--- src/rtl/haar_stage_accumulator_pkg.sv ---
// Shared definitions for the Haar cascade stage datapath: default widths
// (common with the classifier address counter and the feature ROM) and the
// stage-accumulator state encoding.
package haar_stage_accumulator_pkg;

  localparam int DEF_FEAT_WIDTH = 16;  // feature value / node threshold
  localparam int DEF_VOTE_WIDTH = 12;  // left / right vote values
  localparam int DEF_SUM_WIDTH  = 18;  // stage sum / stage threshold
  localparam int DEF_CNT_WIDTH  = 8;   // node counter, matches counter max_size
  localparam int STATE_WIDTH    = 2;

  typedef enum logic [STATE_WIDTH-1:0] {
    ST_IDLE    = 2'd0,
    ST_ACCUM   = 2'd1,
    ST_COMPARE = 2'd2
  } state_e;

endpackage

--- src/rtl/haar_weak_vote_sat.sv ---
// One weak-classifier step: pick the left or right vote from a signed
// feature/threshold compare and add it to the running stage sum with
// saturation to the signed SUM_WIDTH range. Purely combinational so later
// cascade-stage blocks can reuse it in their own pipelines.
module haar_weak_vote_sat #(
  parameter int FEAT_WIDTH = haar_stage_accumulator_pkg::DEF_FEAT_WIDTH,
  parameter int VOTE_WIDTH = haar_stage_accumulator_pkg::DEF_VOTE_WIDTH,
  parameter int SUM_WIDTH  = haar_stage_accumulator_pkg::DEF_SUM_WIDTH
) (
  input  logic signed [SUM_WIDTH-1:0]  sum_i,
  input  logic signed [FEAT_WIDTH-1:0] feature_i,
  input  logic signed [FEAT_WIDTH-1:0] node_threshold_i,
  input  logic signed [VOTE_WIDTH-1:0] left_val_i,
  input  logic signed [VOTE_WIDTH-1:0] right_val_i,
  output logic signed [SUM_WIDTH-1:0]  sum_o,
  output logic                         sat_o
);

  localparam logic [SUM_WIDTH-1:0] SUM_MAX = {1'b0, {(SUM_WIDTH-1){1'b1}}};
  localparam logic [SUM_WIDTH-1:0] SUM_MIN = {1'b1, {(SUM_WIDTH-1){1'b0}}};

  logic signed [VOTE_WIDTH-1:0] vote;
  logic        [SUM_WIDTH:0]    wide;

  // Vote select, one-bit-wider add, clip when the two top bits disagree.
  always_comb begin
    // NOTE: every signal driven here gets a value on every path (defaults
    // first); otherwise synthesis infers a latch to hold the old value.
    sat_o = 1'b0;
    vote  = (feature_i < node_threshold_i) ? left_val_i : right_val_i;
    wide  = {sum_i[SUM_WIDTH-1], sum_i}
          + {{(SUM_WIDTH+1-VOTE_WIDTH){vote[VOTE_WIDTH-1]}}, vote};
    sum_o = wide[SUM_WIDTH-1:0];
    if (wide[SUM_WIDTH] != wide[SUM_WIDTH-1]) begin
      sat_o = 1'b1;
      sum_o = wide[SUM_WIDTH] ? SUM_MIN : SUM_MAX;
    end
  end

endmodule

--- src/rtl/haar_stage_accumulator.sv ---
// Accumulates the weak-classifier votes of one Haar cascade stage and
// reports pass/fail against the stage threshold. The start edge fires the
// address counter's trigger_compare; node tuples then arrive at one per
// cycle at most, with no backpressure, until the one flagged last.
module haar_stage_accumulator
  import haar_stage_accumulator_pkg::*;
#(
  parameter int FEAT_WIDTH = haar_stage_accumulator_pkg::DEF_FEAT_WIDTH,
  parameter int VOTE_WIDTH = haar_stage_accumulator_pkg::DEF_VOTE_WIDTH,
  parameter int SUM_WIDTH  = haar_stage_accumulator_pkg::DEF_SUM_WIDTH,
  parameter int CNT_WIDTH  = haar_stage_accumulator_pkg::DEF_CNT_WIDTH
) (
  input  logic                         clk,
  input  logic                         reset,
  input  logic                         i_start,
  input  logic signed [SUM_WIDTH-1:0]  i_stage_threshold,
  output logic                         o_trigger_compare,
  input  logic                         i_node_valid,
  input  logic                         i_node_last,
  input  logic signed [FEAT_WIDTH-1:0] i_feature_value,
  input  logic signed [FEAT_WIDTH-1:0] i_node_threshold,
  input  logic signed [VOTE_WIDTH-1:0] i_left_val,
  input  logic signed [VOTE_WIDTH-1:0] i_right_val,
  output logic                         o_busy,
  output logic                         o_done,
  output logic                         o_pass,
  output logic signed [SUM_WIDTH-1:0]  o_stage_sum,
  output logic [CNT_WIDTH-1:0]         o_node_count,
  output logic                         o_saturated
);

  state_e                      state_q, state_d;
  logic signed [SUM_WIDTH-1:0] sum_q, sum_d;
  logic signed [SUM_WIDTH-1:0] thr_q, thr_d;
  logic signed [SUM_WIDTH-1:0] stage_sum_q, stage_sum_d;
  logic [CNT_WIDTH-1:0]        count_q, count_d;
  logic                        trig_q, trig_d;
  logic                        done_q, done_d;
  logic                        pass_q, pass_d;
  logic                        sat_q, sat_d;

  logic signed [SUM_WIDTH-1:0] vote_sum;
  logic                        vote_sat;

  haar_weak_vote_sat #(
    .FEAT_WIDTH (FEAT_WIDTH),
    .VOTE_WIDTH (VOTE_WIDTH),
    .SUM_WIDTH  (SUM_WIDTH)
  ) u_vote (
    .sum_i            (sum_q),
    .feature_i        (i_feature_value),
    .node_threshold_i (i_node_threshold),
    .left_val_i       (i_left_val),
    .right_val_i      (i_right_val),
    .sum_o            (vote_sum),
    .sat_o            (vote_sat)
  );

  // Next-state and datapath update for IDLE -> ACCUM -> COMPARE -> IDLE.
  always_comb begin
    state_d     = state_q;
    sum_d       = sum_q;
    thr_d       = thr_q;
    stage_sum_d = stage_sum_q;
    count_d     = count_q;
    pass_d      = pass_q;
    sat_d       = sat_q;
    trig_d      = 1'b0;
    done_d      = 1'b0;
    unique case (state_q)
      ST_IDLE: begin
        if (i_start) begin
          state_d = ST_ACCUM;
          sum_d   = '0;
          count_d = '0;
          sat_d   = 1'b0;
          pass_d  = 1'b0;
          thr_d   = i_stage_threshold;
          trig_d  = 1'b1;
        end
      end
      ST_ACCUM: begin
        // A start here is deliberately ignored: the stage is already running.
        if (i_node_valid) begin
          sum_d   = vote_sum;
          sat_d   = sat_q | vote_sat;
          count_d = count_q + CNT_WIDTH'(1);
          if (i_node_last) state_d = ST_COMPARE;
        end
      end
      ST_COMPARE: begin
        pass_d      = (sum_q >= thr_q);
        stage_sum_d = sum_q;
        done_d      = 1'b1;
        state_d     = ST_IDLE;
      end
      default: state_d = ST_IDLE;
    endcase
  end

  // State and datapath registers; reset aborts any stage in flight.
  always_ff @(posedge clk) begin
    // NOTE: reset is synchronous and active-high here, sampled only on clk,
    // so it matches the rest of the cascade pipeline.
    if (reset) begin
      state_q     <= ST_IDLE;
      sum_q       <= '0;
      thr_q       <= '0;
      stage_sum_q <= '0;
      count_q     <= '0;
      trig_q      <= 1'b0;
      done_q      <= 1'b0;
      pass_q      <= 1'b0;
      sat_q       <= 1'b0;
    end else begin
      // NOTE: non-blocking assignments so every register samples the
      // pre-edge values, independent of statement order.
      state_q     <= state_d;
      sum_q       <= sum_d;
      thr_q       <= thr_d;
      stage_sum_q <= stage_sum_d;
      count_q     <= count_d;
      trig_q      <= trig_d;
      done_q      <= done_d;
      pass_q      <= pass_d;
      sat_q       <= sat_d;
    end
  end

  assign o_trigger_compare = trig_q;
  assign o_busy            = (state_q != ST_IDLE);
  assign o_done            = done_q;
  assign o_pass            = pass_q;
  assign o_stage_sum       = stage_sum_q;
  assign o_node_count      = count_q;
  assign o_saturated       = sat_q;

endmodule

--- config.mk ---
export PLATFORM = sky130hd
export DESIGN_NAME = haar_stage_accumulator
export DESIGN_NICKNAME = d
export VERILOG_FILES = /design/src/rtl/haar_stage_accumulator_pkg.sv /design/src/rtl/haar_weak_vote_sat.sv /design/src/rtl/haar_stage_accumulator.sv
export SDC_FILE = /design/constraint.sdc
export NUM_CORES = 1
export LEC_CHECK = 0
export ABC_AREA = 1
export ABC_CLOCK_PERIOD_IN_PS = 8300
export BUFFER_PORTS_ARGS = -buffer_cell sky130_fd_sc_hd__buf_4
export CAP_MARGIN = 20
export CORE_ASPECT_RATIO = 1.1
export CORE_UTILIZATION = 59
export DETAILED_ROUTE_END_ITERATION = 8
export PLACE_DENSITY = 0.87
export SYNTH_ARGS = -nofsm -noshare
export SYNTH_HDL_FRONTEND = slang
export SYNTH_SLANG_ARGS = --single-unit
--- constraint.sdc ---
create_clock -name clk -period 8.3 [get_ports clk]
set_clock_uncertainty 0.15 [all_clocks]
set_input_delay 2.075 -clock clk [delete_from_list [all_inputs] [get_ports clk]]
set_output_delay 2.075 -clock clk [all_outputs]
set_load 0.02 [all_outputs]
=== Word-level counts from Yosys, hierarchy flattened ===
Index checks and enable logic that the tools add are counted.

* Add/subtract/negate cells: 2
* Multipliers: 0
* Div/mod/pow operators: 0
* Order comparisons: 2
* Equality and inequality tests: 6
* Shifts and indexed selects: 0
* Muxes and demuxes: 20
* Bitwise logic cells: 2
* Reductions and logical operators: 9

{| class="wikitable"
|+ Operators with widths
! operator !! count
|-
| 2-to-1 mux 18 bit || 4
|-
| case mux 18 bit (2 select lines) || 1
|-
| adder 18 x 12 -> 19 bit || 1
|-
| greater-or-equal comparator 18 bit || 1
|-
| < comparator 16 bit || 1
|-
| 2-to-1 mux 8 bit || 2
|-
| case mux 8 bit (2 select lines) || 1
|-
| 2-to-1 mux 12 bit || 1
|-
| adder 8 x 1 -> 8 bit (second input constant) || 1
|-
| 2-to-1 mux 2 bit || 3
|-
| inequality test 2 bit (second input constant) || 3
|-
| AND reduction 3 bit || 2
|-
| nonzero test 2 bit || 3
|-
| 2-to-1 mux 1 bit || 5
|-
| case mux 1 bit (2 select lines) || 2
|-
| case mux 2 bit (2 select lines) || 1
|-
| AND reduction 2 bit || 2
|-
| equality test 2 x 1 -> 1 bit (second input constant) || 1
|-
| equality test 2 bit (second input constant) || 1
|-
| zero test 2 bit || 1
|-
| OR reduction 2 bit || 1
|-
| inequality test 1 bit || 1
|-
| NOT 1 bit || 1
|-
| OR 1 bit || 1
|}

* Register bits: 68
* Latch bits: 0
* RAM bits: 0
* Bits in read-only memories: 0
* Output and inout bits: 31
* Logic and storage cells: 50
* Memories kept: 0

=== Depth between registers and ports, before layout ===
* Word-level depth: 8
* Gate-level depth with buffers: 32

=== Cells and area by module ===
Synthesis repeated with hierarchy kept, for this count alone.

* Cell total of the unflattened synthesis: 705
* Area total of the unflattened synthesis: 4,753.3 µm²

{| class="wikitable"
|+ Modules (own cells, without submodules)
! module !! times used !! cells each !! area each (µm²)
|-
| haar_stage_accumulator || 1 || 387 || 2,930.3
|-
| haar_weak_vote_sat || 1 || 318 || 1,823.0
|}

=== Worst setup path after synthesis ===
No wires, ideal clock.

* Path type: input port to flip-flop
* From: input port i_node_threshold[15]
* To: register sum_q[10]
* Library setup time: 0.070 ns
* Arrival time: 5.066 ns
* Required time: 8.080 ns
* Setup slack: 3.014 ns
* Cell stages on the path: 25
* Buffers on the path: 2
* Path through: inv_1 ha_1 nand2_1 inv_1 nand3_1 inv_1 a21oi_1 nand2_1 nand2_1 nand2_1 inv_1 clkbuf_1 nand2_1 nand2_1 ha_1 a21oi_1 o21ai_1 a21oi_2 nand2_1 nand2_1 nand2_2 a21oi_4 buf_6 nand2_1 a21oi_2

* Cells in the longest elaborated chain, start to end: 7
* Elaborated cells between the ends (all ways): 8
* Classes of those cells: 1 x add/sub; 1 x order compare; 1 x eq/ne; 5 x mux

{| class="wikitable"
|+ Ends and longest elaborated chain
! element !! line !! source
|-
| from (decl) || haar_stage_accumulator.sv:21 || <nowiki>input logic signed [FEAT_WIDTH-1:0] i_node_threshold,</nowiki>
|-
| < comparator 16 bit (*) || haar_weak_vote_sat.sv:30 || <nowiki>vote = (feature_i < node_threshold_i) ? left_val_i : right_val_i;</nowiki>
|-
| 2-to-1 mux 12 bit (*) || haar_weak_vote_sat.sv:30 ||
|-
| adder 18 x 12 -> 19 bit (*) || haar_weak_vote_sat.sv:32 || <nowiki>+ {{(SUM_WIDTH+1-VOTE_WIDTH){vote[VOTE_WIDTH-1]}}, vote};</nowiki>
|-
| 2-to-1 mux 18 bit / inequality test 1 bit (equally long branches) || haar_weak_vote_sat.sv:36, haar_weak_vote_sat.sv:34 ||
|-
| 2-to-1 mux 18 bit (*) || haar_weak_vote_sat.sv:34 || <nowiki>if (wide[SUM_WIDTH] != wide[SUM_WIDTH-1]) begin</nowiki>
|-
| 2-to-1 mux 18 bit (*) || haar_stage_accumulator.sv:84 || <nowiki>if (i_node_valid) begin</nowiki>
|-
| case mux 18 bit (2 select lines) (*) || haar_stage_accumulator.sv:70 || <nowiki>unique case (state_q)</nowiki>
|-
| to (signal assigned) || haar_stage_accumulator.sv:119 || <nowiki>sum_q <= sum_d;</nowiki>
|-
| to (decl) || haar_stage_accumulator.sv:33 || <nowiki>logic signed [SUM_WIDTH-1:0] sum_q, sum_d;</nowiki>
|}

Every way passes the cells marked *; elsewhere a longest branch is shown, timed or not. The select of a mux whose other input is x is not followed.
A chain may end at the register's enable or synchronous reset.

=== Worst setup path in the final report ===
* From: input port i_feature_value[15]
* To: register sum_q[3]

* Cells in the longest elaborated chain, start to end: 7
* Elaborated cells between the ends (all ways): 8
* Classes of those cells: 1 x add/sub; 1 x order compare; 1 x eq/ne; 5 x mux

{| class="wikitable"
|+ Ends and longest elaborated chain
! element !! line !! source
|-
| from (decl) || haar_stage_accumulator.sv:20 || <nowiki>input logic signed [FEAT_WIDTH-1:0] i_feature_value,</nowiki>
|-
| < comparator 16 bit (*) || haar_weak_vote_sat.sv:30 ||
|-
| 2-to-1 mux 12 bit (*) || haar_weak_vote_sat.sv:30 ||
|-
| adder 18 x 12 -> 19 bit (*) || haar_weak_vote_sat.sv:32 ||
|-
| 2-to-1 mux 18 bit / inequality test 1 bit (equally long branches) || haar_weak_vote_sat.sv:36, haar_weak_vote_sat.sv:34 ||
|-
| 2-to-1 mux 18 bit (*) || haar_weak_vote_sat.sv:34 ||
|-
| 2-to-1 mux 18 bit (*) || haar_stage_accumulator.sv:84 ||
|-
| case mux 18 bit (2 select lines) (*) || haar_stage_accumulator.sv:70 ||
|}

Marks and branches as above.

==> reports/metrics.csv <==
stage,metric,value,unit
clock_tree,CTS tree,done,
synthesis,fraction of registers with async set/reset,0,%
global_route,initial antenna violation count,0,
critical_path,"Slowest-stage cell, CP",a21oi_4,
pwr,Final Power,0.944,mW
flow_run,max-cap violations,0,
drt,WL/cell,13.0,microns
min_path,HP Class,reg -> reg,
clock_tree,setup bufs post-CTS,0,
drt,final wirelength,11.5,mm
drt,drt pass-1 iters,5,
placed_design,Routability Congestion,0.843,
die,Die Y-Extent,94.4,microns
layout,footprint of the multi-input gates,0.00285,sq mm
critical_path,crit path from,i_feature_value[15],
pwr,P_sw,0.331,mW
clock_tree,number of hold buffers added after cts,0,
layout,"leading cell type in the layout, fill and taps excluded",nand2_1,
timing,final period utilization,68.9,%
layout,fill count,561,
pwr,P_leak,2.83,nW
pwr,PD cells,168,mW/mm^2
global_route,vias in the first global route,4484,
critical_path,crit-path cells,buf_4 -> ha_1 -> nand2_1 -> inv_1 -> nand3_1 -> nor3_1 -> nand2_1 -> nand2_1 -> nand2_1 -> nand2_1 -> inv_1 -> nand2_1 -> nand2_1 -> ha_1 -> a21oi_1 -> o21ai_1 -> a21oi_2 -> nand2_1 -> nand2_1 -> nand2_2 -> a21oi_4 -> nand2_1 -> a21oi_1,
global_route,global route overflow,0,
critical_path,CP Data Arrival Time,5820,ps
clock_tree,cts repair resizes,0,
clock_tree,Root Buffer,clkbuf_8,
synthesis,sequential share of the synthesized area,29.7,%
critical_path,max incr delay on CP,430,ps
layout,# diodes,0,
critical_path,critical path type,in -> reg,
synthesis,"area leader, netlist",dfxtp_1,
layout,"commonest cells after routing, fill and taps aside","nand2_1 (184), buf_4 (110), inv_1 (72)",
clock_tree,CTS H-Tree Depth,3,
global_route,first-pass GRT wire length,19.3,mm
die,die footprint,0.00811,sq mm
drt,post-route antenna net violation count,0,
critical_path,CP max FO,17,
pwr,Clk pwr share,27.0,%
clock_tree,CTS buffer count,9,
synthesis,Post-Syn Instances,668,
timing,Setup Total Neg Slack,0,ps
timing,Slew @ Worst Pin,694,ps
synthesis,cell area after synthesis,0.00458,sq mm
synthesis,synth unique cells,33,
pwr,Seq pwr share,38.5,%
die,initial core utilization,61.2,%
synthesis,Mapped Avg Cell Area,6.85,sq um
drt,vias per inst,5.32,
die,Core Footprint,0.00747,sq mm
timing,Worst Slack Setup Final,2580,ps
critical_path,Critical Path RT,8410,ps
synthesis,Yosys warning total,0,
run_status,status,finished clean,
critical_path,Critical R2R Launch,sum_q[2],
placed_design,IO Port Bufs,109,
timing,"Slew Viols, Final",0,
timing,Worst slew margin,53.6,%
timing,Final min period,5720,ps
critical_path,most frequent CP cell,nand2_1,
placed_design,pre-CTS setup slack,2260,ps
drt,Initial DRC Count,226,
pwr,Sw Share,35.1,%
global_route,pin count of the biggest net entering global routing,26,
min_path,hold_sp,thr_q[16],
clock_tree,worst skew pair latency,340,ps
drt,detailed-route via count,4685,
clock_tree,CTS sink cnt,68,
timing,Max Clk Rate,0.175,GHz
timing,Fin. Hold Viols,0,
synthesis,Yosys reg bits,68,
pwr,Pint,0.613,mW
synthesis,"Net Count, Synth",802,
clock_tree,Clock Tree Buf Depth,2,
clock_tree,"CTS clk-pin slew, worst paths",70,ps
global_route,gr usage total,29.5,%
synthesis,synth top area cells,"dfxtp_1 (30%), nand2_1 (15%), ha_1 (15%)",
layout,layout cells sized above 1,20.1,%
pwr,Gate power share,34.5,%
timing,RSZ-0062 raised after global routing,no,
die,row cnt,33,
critical_path,startpoint types,input port,
synthesis,Synth top area share,29.7,%
timing,setup violators final,0,
critical_path,nature of the critical path endpoint,register,
synthesis,number of synthesized flops with an enable pin,0,
pwr,peak supply drop,0.0725,mV
layout,area grow syn2layout,23.0,%
die,die width,86.0,microns
drt,DRC viols,0,
synthesis,Post-synth top flop,dfxtp_1,
layout,sequential cell area,0.00136,sq mm
placed_design,dpl hpwl,9.23,mm
die,io pins,110,
layout,Nets,905,
cells in the mapped netlist, types with 2 or more instances:
cell type	number
o21a_1	2
nand2_2	10
nor3_1	3
nand2_4	2
nor2_1	71
nand3_2	3
a21oi_2	12
clkbuf_1	15
a211oi_1	3
dfxtp_1	68
a21oi_1	50
nor4_2	2
xnor2_1	7
o21ai_1	2
nand3_1	37
buf_6	3
nand4_1	2
o21ai_0	47
xor2_1	4
nor3b_1	3
ha_1	54
nand3b_1	3
inv_1	72
nand2_1	184
cell families after synthesis:
group	share of synthesized area, %
and+or+nand+nor	30.1
AOI/OAI and AO/OA	14.9
buffers and inverters	7.95
DFF	29.7
adders and majority gates	15.2
xor gates and xnor gates	2.10
path summary, 6_finish.rpt:
| path | to | cells after the start | slack (ps) |
|---|---|---|---|
| hold reg to reg | thr_q[16] | 2 | 340 |
| hold / removal | thr_q[16] | 2 | 340 |
| setup reg to reg | sum_q[3] | 14 | 5720 |
| setup / recovery | sum_q[3] | 23 | 2580 |
layout make-up:
cell class	instances	share of cell area, %
Clock buffer	11	2.33
Clock inverter	5	0.934
Inverter	73	4.87
Multi-Input combinational cell	509	50.7
Sequential cell	68	24.2
Tap cell	105	2.33
Timing Repair Buffer	110	14.7
routing by layer:
metal / up-vias / track usage, % / wire, microns
met2: 180 / 52.7 / 5600
met4: 0 / 11.3 / 260
met3: 28 / 5.51 / 816
met1: 2101 / 34.9 / 4770
met5: - / 0 / 0
li1: 2376 / - / -
per-stage QoR:
| stage | hold WS [ps] | util, % | instances | cell area [sq um] |
|---|---|---|---|---|
| detailed placement | 328 | 72.7 | 864 | 5440 |
| finish | 339 | 75.3 | 881 | 5630 |
| global route | 359 | 75.3 | 881 | 5630 |
| floorplan | 303 | - | 668 | 4580 |
| global placement | 314 | 72.7 | 864 | 5440 |
| CTS | 341 | 75.2 | 880 | 5620 |
registers in the layout (all words and copies together), names as in the netlist:
name and flops:
o_done 1, o_saturated 1, o_node_count 8, thr_q 18, o_pass 1, o_stage_sum 18, state_q 2, sum_q 18
o_trigger_compare 1
critical path: cells and delay by family:
kind / cells / cell delay (ps)
simple gates: 13 / 1460
compound gates: 5 / 1110
fa+ha+maj: 2 / 730
buf+inv: 3 / 440
power groups by stage:
stage               sequential, mW  combinational [mW]  clock (mW)
finish                       0.363               0.326       0.255
floorplan                    0.373               0.228           0
global placement             0.369               0.315           0
global route                 0.365               0.373       0.272
detailed placement           0.370               0.323           0
CTS                          0.363               0.325       0.257
No activity file was read; power rests on OpenSTA's default activity.
